## src/rtl/revaluate_line_store.sv

```systemverilog
// Line store for the revaluate controller. It holds one block of input lines loaded from
// upstream, a separate result array written by the datapath, and streams the results back out.
module revaluate_line_store #(
  parameter int DATA_W = 25,
  parameter int DEPTH  = 64,
  parameter int IDX_W  = 6
) (
  input  logic              clk,
  input  logic              rst,
  input  logic              load_start,
  input  logic [DATA_W-1:0] in_data,
  input  logic              in_valid,
  output logic              in_ready,
  output logic              loaded,
  input  logic [IDX_W-1:0]  line_index,
  input  logic              rd_en,
  output logic [DATA_W-1:0] rd_data,
  output logic              rd_valid,
  input  logic              wr_en,
  input  logic [DATA_W-1:0] wr_data,
  input  logic              drain_start,
  output logic [DATA_W-1:0] out_data,
  output logic              out_valid,
  input  logic              out_ready,
  output logic              out_last,
  output logic              busy
);

  // state | meaning
  // IDLE  | no block resident, waiting for load_start
  // LOAD  | accepting upstream words into the input array
  // READY | block resident, indexed reads and result writes served
  // DRAIN | streaming the result array out in index order

  localparam int CNT_W = IDX_W + 1;
  localparam logic [CNT_W-1:0] LAST = CNT_W'(DEPTH - 1);

  typedef enum logic [1:0] {IDLE, LOAD, READY, DRAIN} state_t;

  state_t            state;
  logic [CNT_W-1:0]  load_cnt;
  logic [CNT_W-1:0]  drain_cnt;
  logic [CNT_W-1:0]  drain_cnt_nxt;
  logic              idx_ok;

  logic [DATA_W-1:0] in_mem  [DEPTH];
  logic [DATA_W-1:0] res_mem [DEPTH];

  assign drain_cnt_nxt = drain_cnt + 1'b1;

  // Only a block smaller than the index space can see an out-of-range line_index.
  generate
    if (DEPTH < (2 ** IDX_W)) begin : g_idx_chk
      assign idx_ok = (line_index < IDX_W'(DEPTH));
    end else begin : g_idx_full
      assign idx_ok = 1'b1;
    end
  endgenerate

  // Storage is deliberately left out of reset; writes are still blocked while rst is high.
  always_ff @(posedge clk) begin
    if (!rst && state == LOAD && in_valid && in_ready)
      in_mem[load_cnt[IDX_W-1:0]] <= in_data;
    if (!rst && state == READY && wr_en && idx_ok)
      res_mem[line_index] <= wr_data;
  end

  always_ff @(posedge clk) begin
    if (rst) begin
      state     <= IDLE;
      load_cnt  <= '0;
      drain_cnt <= '0;
      in_ready  <= 1'b0;
      loaded    <= 1'b0;
      rd_data   <= '0;
      rd_valid  <= 1'b0;
      out_data  <= '0;
      out_valid <= 1'b0;
      out_last  <= 1'b0;
      busy      <= 1'b0;
    end else begin
      rd_valid <= 1'b0;
      case (state)
        IDLE: begin
          if (load_start) begin
            state    <= LOAD;
            load_cnt <= '0;
            in_ready <= 1'b1;
            busy     <= 1'b1;
          end
        end

        LOAD: begin
          if (in_valid && in_ready) begin
            load_cnt <= load_cnt + 1'b1;
            if (load_cnt == LAST) begin
              state    <= READY;
              in_ready <= 1'b0;
              busy     <= 1'b0;
              loaded   <= 1'b1;
            end
          end
        end

        READY: begin
          if (rd_en) begin
            rd_valid <= 1'b1;
            rd_data  <= idx_ok ? in_mem[line_index] : '0;
          end
          // A reload takes priority over a drain request in the same cycle.
          if (load_start) begin
            state    <= LOAD;
            load_cnt <= '0;
            in_ready <= 1'b1;
            busy     <= 1'b1;
            loaded   <= 1'b0;
          end else if (drain_start) begin
            state     <= DRAIN;
            drain_cnt <= '0;
            busy      <= 1'b1;
          end
        end

        DRAIN: begin
          if (!out_valid) begin
            out_data  <= res_mem[drain_cnt[IDX_W-1:0]];
            out_valid <= 1'b1;
            out_last  <= (drain_cnt == LAST);
          end else if (out_ready) begin
            if (out_last) begin
              state     <= READY;
              out_valid <= 1'b0;
              out_last  <= 1'b0;
              busy      <= 1'b0;
            end else begin
              // Present the next word straight away so a held out_ready sees no bubble.
              drain_cnt <= drain_cnt_nxt;
              out_data  <= res_mem[drain_cnt_nxt[IDX_W-1:0]];
              out_last  <= (drain_cnt_nxt == LAST);
            end
          end
        end

        default: state <= IDLE;
      endcase
    end
  end

endmodule

```

## config.mk

```make
export PLATFORM = sky130hd
export DESIGN_NAME = revaluate_line_store
export DESIGN_NICKNAME = d
export VERILOG_FILES = /design/src/rtl/revaluate_line_store.sv
export SDC_FILE = /design/constraint.sdc
export NUM_CORES = 2
export LEC_CHECK = 0
export CORE_ASPECT_RATIO = 0.8
export CORE_MARGIN = 1
export CORE_UTILIZATION = 25
export DETAILED_ROUTE_END_ITERATION = 8
export PLACE_DENSITY = 0.43
export SYNTH_ARGS = -nofsm -noshare
export SYNTH_HDL_FRONTEND = slang
export SYNTH_SLANG_ARGS = --single-unit
```

## constraint.sdc

```tcl
create_clock -name clk -period 3.5 [get_ports clk]
set_input_delay 0.7 -clock clk [delete_from_list [all_inputs] [get_ports clk]]
set_output_delay 0.7 -clock clk [all_outputs]
set_load 0.005 [all_outputs]
```

==> results.toml <==
[outcome]
status = "completed"

[setup_path]
crit_chain = "buf_4 -> ha_4 -> buf_12 -> buf_4 -> mux4_2 -> nand2_1 -> and3_1 -> a31oi_1 -> a2111oi_0 -> buf_4 -> a31oi_1"
critPathKind = "flip-flop to flip-flop"
worstPathArrival_ps = 4160
critPathCaptureType = "flip-flop"
cp_common_cell = "buf_4"
cp_max_fo = 22
cpMaxStageDelayCell = "a2111oi_0"
cpPeakStageDelay_ps = 630
critPathLaunchType = "flip-flop"
crit_start = "drain_cnt[1]"
r2r_start = "drain_cnt[1]"
crit_required_ps = 4350

[place]
hpwl_mm = 338
dp.cells = 15537
io_buffers = 119
place_congestion = 0.906

[global_routing]
antenna_found_initial = 27
grt_pass1_wl_mm = 704
grt.met1_usage_pct = 25.8
grt_overflow = 0
grt_use_met2_pct = 26.8
busiest_layer = "met2"
grt_use_total_pct = 17.6
grt_max_degree = 92
grt_pass1_vias = 84484
met3_usage_pct = 2.65

[logic_synthesis]
synth_compound_area_share_pct = 6.88
ys_seq_area_share_pct = 70.1
synth_edf_count = 3200
ys.warnings.count = 0
synth_mux_area_share_pct = 17.3
synth.avg_cell_area_um2 = 18.0
ys_seq_elements = 3278
syn_inst = 7746
synth_fa_ha_area_share_pct = 0.0269
yosys.area_share.simple_pct = 3.48
synth-async-reset-ratio_pct = 0
netlist_area_um2 = 139000
synth_ff_type = "edfxtp_1"
synth.top_cells.by_count = "edfxtp_1, mux4_2, mux2i_1"
synth_xor_area_share_pct = 0.102
yosysMostFrequentCell = "edfxtp_1"
synth_top_area_share_pct = 69.0
syn_nets = 7813
synth_top_family_by_area = "multiplexers"
synth_top_area_cell = "edfxtp_1"
yosys-top-cells-area = "edfxtp_1, mux4_2, mux2i_1, a22oi_1, a221oi_1"
ys_types = 80

[pwr]
power_density_nw_per_um2 = 496
peakVddDrop_mv = 0.400
finalPower_w = 0.0840
leakage_nw = 52.1

[timing]
worst_pin_slew_ps = 1360
final-hold-violation-count = 0
post-route-min-period_ps = 3310
fin_crit_sh_pct = 94.6
rsz0062_at_grt = "no"
max_freq_mhz = 302
skew_ps = 121
drv_slew = 0
setup_violations = 0
slew_headroom_pct = 9.57

[route]
detail_route.wl_per_cell_um = 31.6
drc_errors = 0
wirelength_mm = 513
viasPerCell = 5.18
drt-initial-drc-count = 9914
detail-route-antenna-nets = 0
firstDrtPassIters = 6
vias = 83958

[final_layout]
drive_gt1_share_pct = 28.5
stdcell_count = 16216
nFillCells = 53745
area_growth_pct = 21.5
nets = 8596

[clocking]
cts_setup_buffers = 0
cts_root_buffer = "clkbuf_16"
cts_buffer_depth = 4
cts_tree = "yes"
cts_buffers = 369
clock_latency_ps = 1010
cts.sinks = 3278
path_clk_slew_ps = 60
htreeDepth = 5

[die]
ioPinCount = 120
die_height_um = 670
initial_core_util_pct = 25.2
rows = 244
core-area_um2 = 553000
die_w_um = 837
dieArea_um2 = 560000

[min_path]
hp-class = "input pin to flip-flop"
min_from = "in_data[13]"

[job]
drv_cap = 0
==> report_power, final <==
part	total [W]	internal [W]	switching [W]
sequential	0.0431	0.0431	0.0000105
clock	0.0378	0.0214	0.0164
combinational	0.00313	0.000894	0.00223
total	0.0840	0.0653	0.0187
==> path summary, 6_finish.rpt <==
| kind | slack (ps) | cells after the start | end |
|---|---|---|---|
| setup / recovery | 190 | 11 | out_data[21] |
| hold / removal | 130 | 1 | in_mem[61][13] |
| setup reg to reg | 190 | 11 | out_data[21] |
| hold reg to reg | 510 | 2 | drain_cnt[6] |
==> state kept, by name, indices dropped and copies added (netlist names), 2 cells and up, named ones only <==
| register | cells |
|---|---|
| drain_cnt | 7 |
| in_mem | 1600 |
| res_mem | 1600 |
| load_cnt | 7 |
| state | 2 |
| rd_data | 25 |
| out_data | 25 |
==> through the flow <==
step                      instance area [um^2]  util (%)  worst slack (ps)  hold slack, ps  TNS [ps]
after floorplan                         139000         -              7.78             454         0
after global placement                  158000      28.5              -471             471     -3970
after detailed placement                158000      28.5              -484             483     -3830
after CTS                               169000      30.6               119            5.55         0
after global routing                    169000      30.6              70.5            53.5         0
final                                   169000      30.6               190             127         0
==> cells in the final DEF, fill, tap and decap left out, types with 49 or more instances in the layout <==
| cell type | netlist | routed |
|---|---|---|
| edfxtp_1 | 3200 | 3200 |
| mux4_2 | 772 | 772 |
| buf_4 | 80 | 597 |
| mux2i_1 | 548 | 548 |
| nand2_1 | 430 | 427 |
| clkbuf_16 | 0 | 371 |
| buf_12 | 0 | 274 |
| a22oi_1 | 233 | 233 |
| nor2_1 | 363 | 232 |
| a21oi_1 | 203 | 202 |
| a221oi_1 | 198 | 198 |
| o21ai_0 | 125 | 124 |
| o22ai_1 | 119 | 119 |
| nor2_4 | 0 | 117 |
| mux2_2 | 113 | 113 |
| clkinv_1 | 2 | 85 |
| nand3_1 | 83 | 82 |
| clkbuf_1 | 215 | 75 |
| dfxtp_1 | 78 | 72 |
| clkinv_2 | 0 | 66 |
| clkdlybuf4s50_1 | 0 | 65 |
| a211oi_1 | 55 | 55 |
| a22o_1 | 50 | 50 |
| buf_2 | 220 | 49 |
==> layer usage <==
metal  part of all wire, %  routed length (um)  up-vias
met5                0.0025                  13        -
met4                   3.5               17800        2
met3                   6.9               35200      695
met2                    44              227000     3697
met1                    45              232000    45630
li1                      -                   -    33934
==> critical path, delay by kind of cell (launching register included) <==
kind / cells / cell delay (ps)
AOI/OAI and AO/OA: 3 / 750
DFF: 1 / 350
muxes: 1 / 420
and+or+nand+nor: 2 / 280
buffers and inverters: 4 / 1000
adders and majority gates: 1 / 380
==> repair_timing <==
| item | in CTS | in global routing |
|---|---|---|
| endpoints found under the hold margin | 8 | 0 |
| gates resized for setup | 0 | 1 |
| endpoints found under the setup margin | 0 | 1 |
| hold buffers | 1 | 0 |
==> area by class of cell <==
cell class              instances  area, um^2  share of cell area [%]
clock inverters               218        1960                    1.16
clock buffers                 451        9630                    5.69
flip-flops and latches       3278       97700                    57.7
well taps                    7380        9230                    5.45
repair buffers                989       10900                    6.45
multi-input cells            3871       39800                    23.5
diodes                          9        22.5                  0.0133
inverters                      20        80.1                  0.0473
==> cell families after synthesis <==
group                      count (synthesis)
and+or+nand+nor                         1098
xor gates and xnor gates                  12
buffers and inverters                    597
DFF                                     3278
AOI/OAI and AO/OA                       1325
muxes                                   1433
adders and majority gates                  3
No activity file was read; power rests on OpenSTA's default activity.
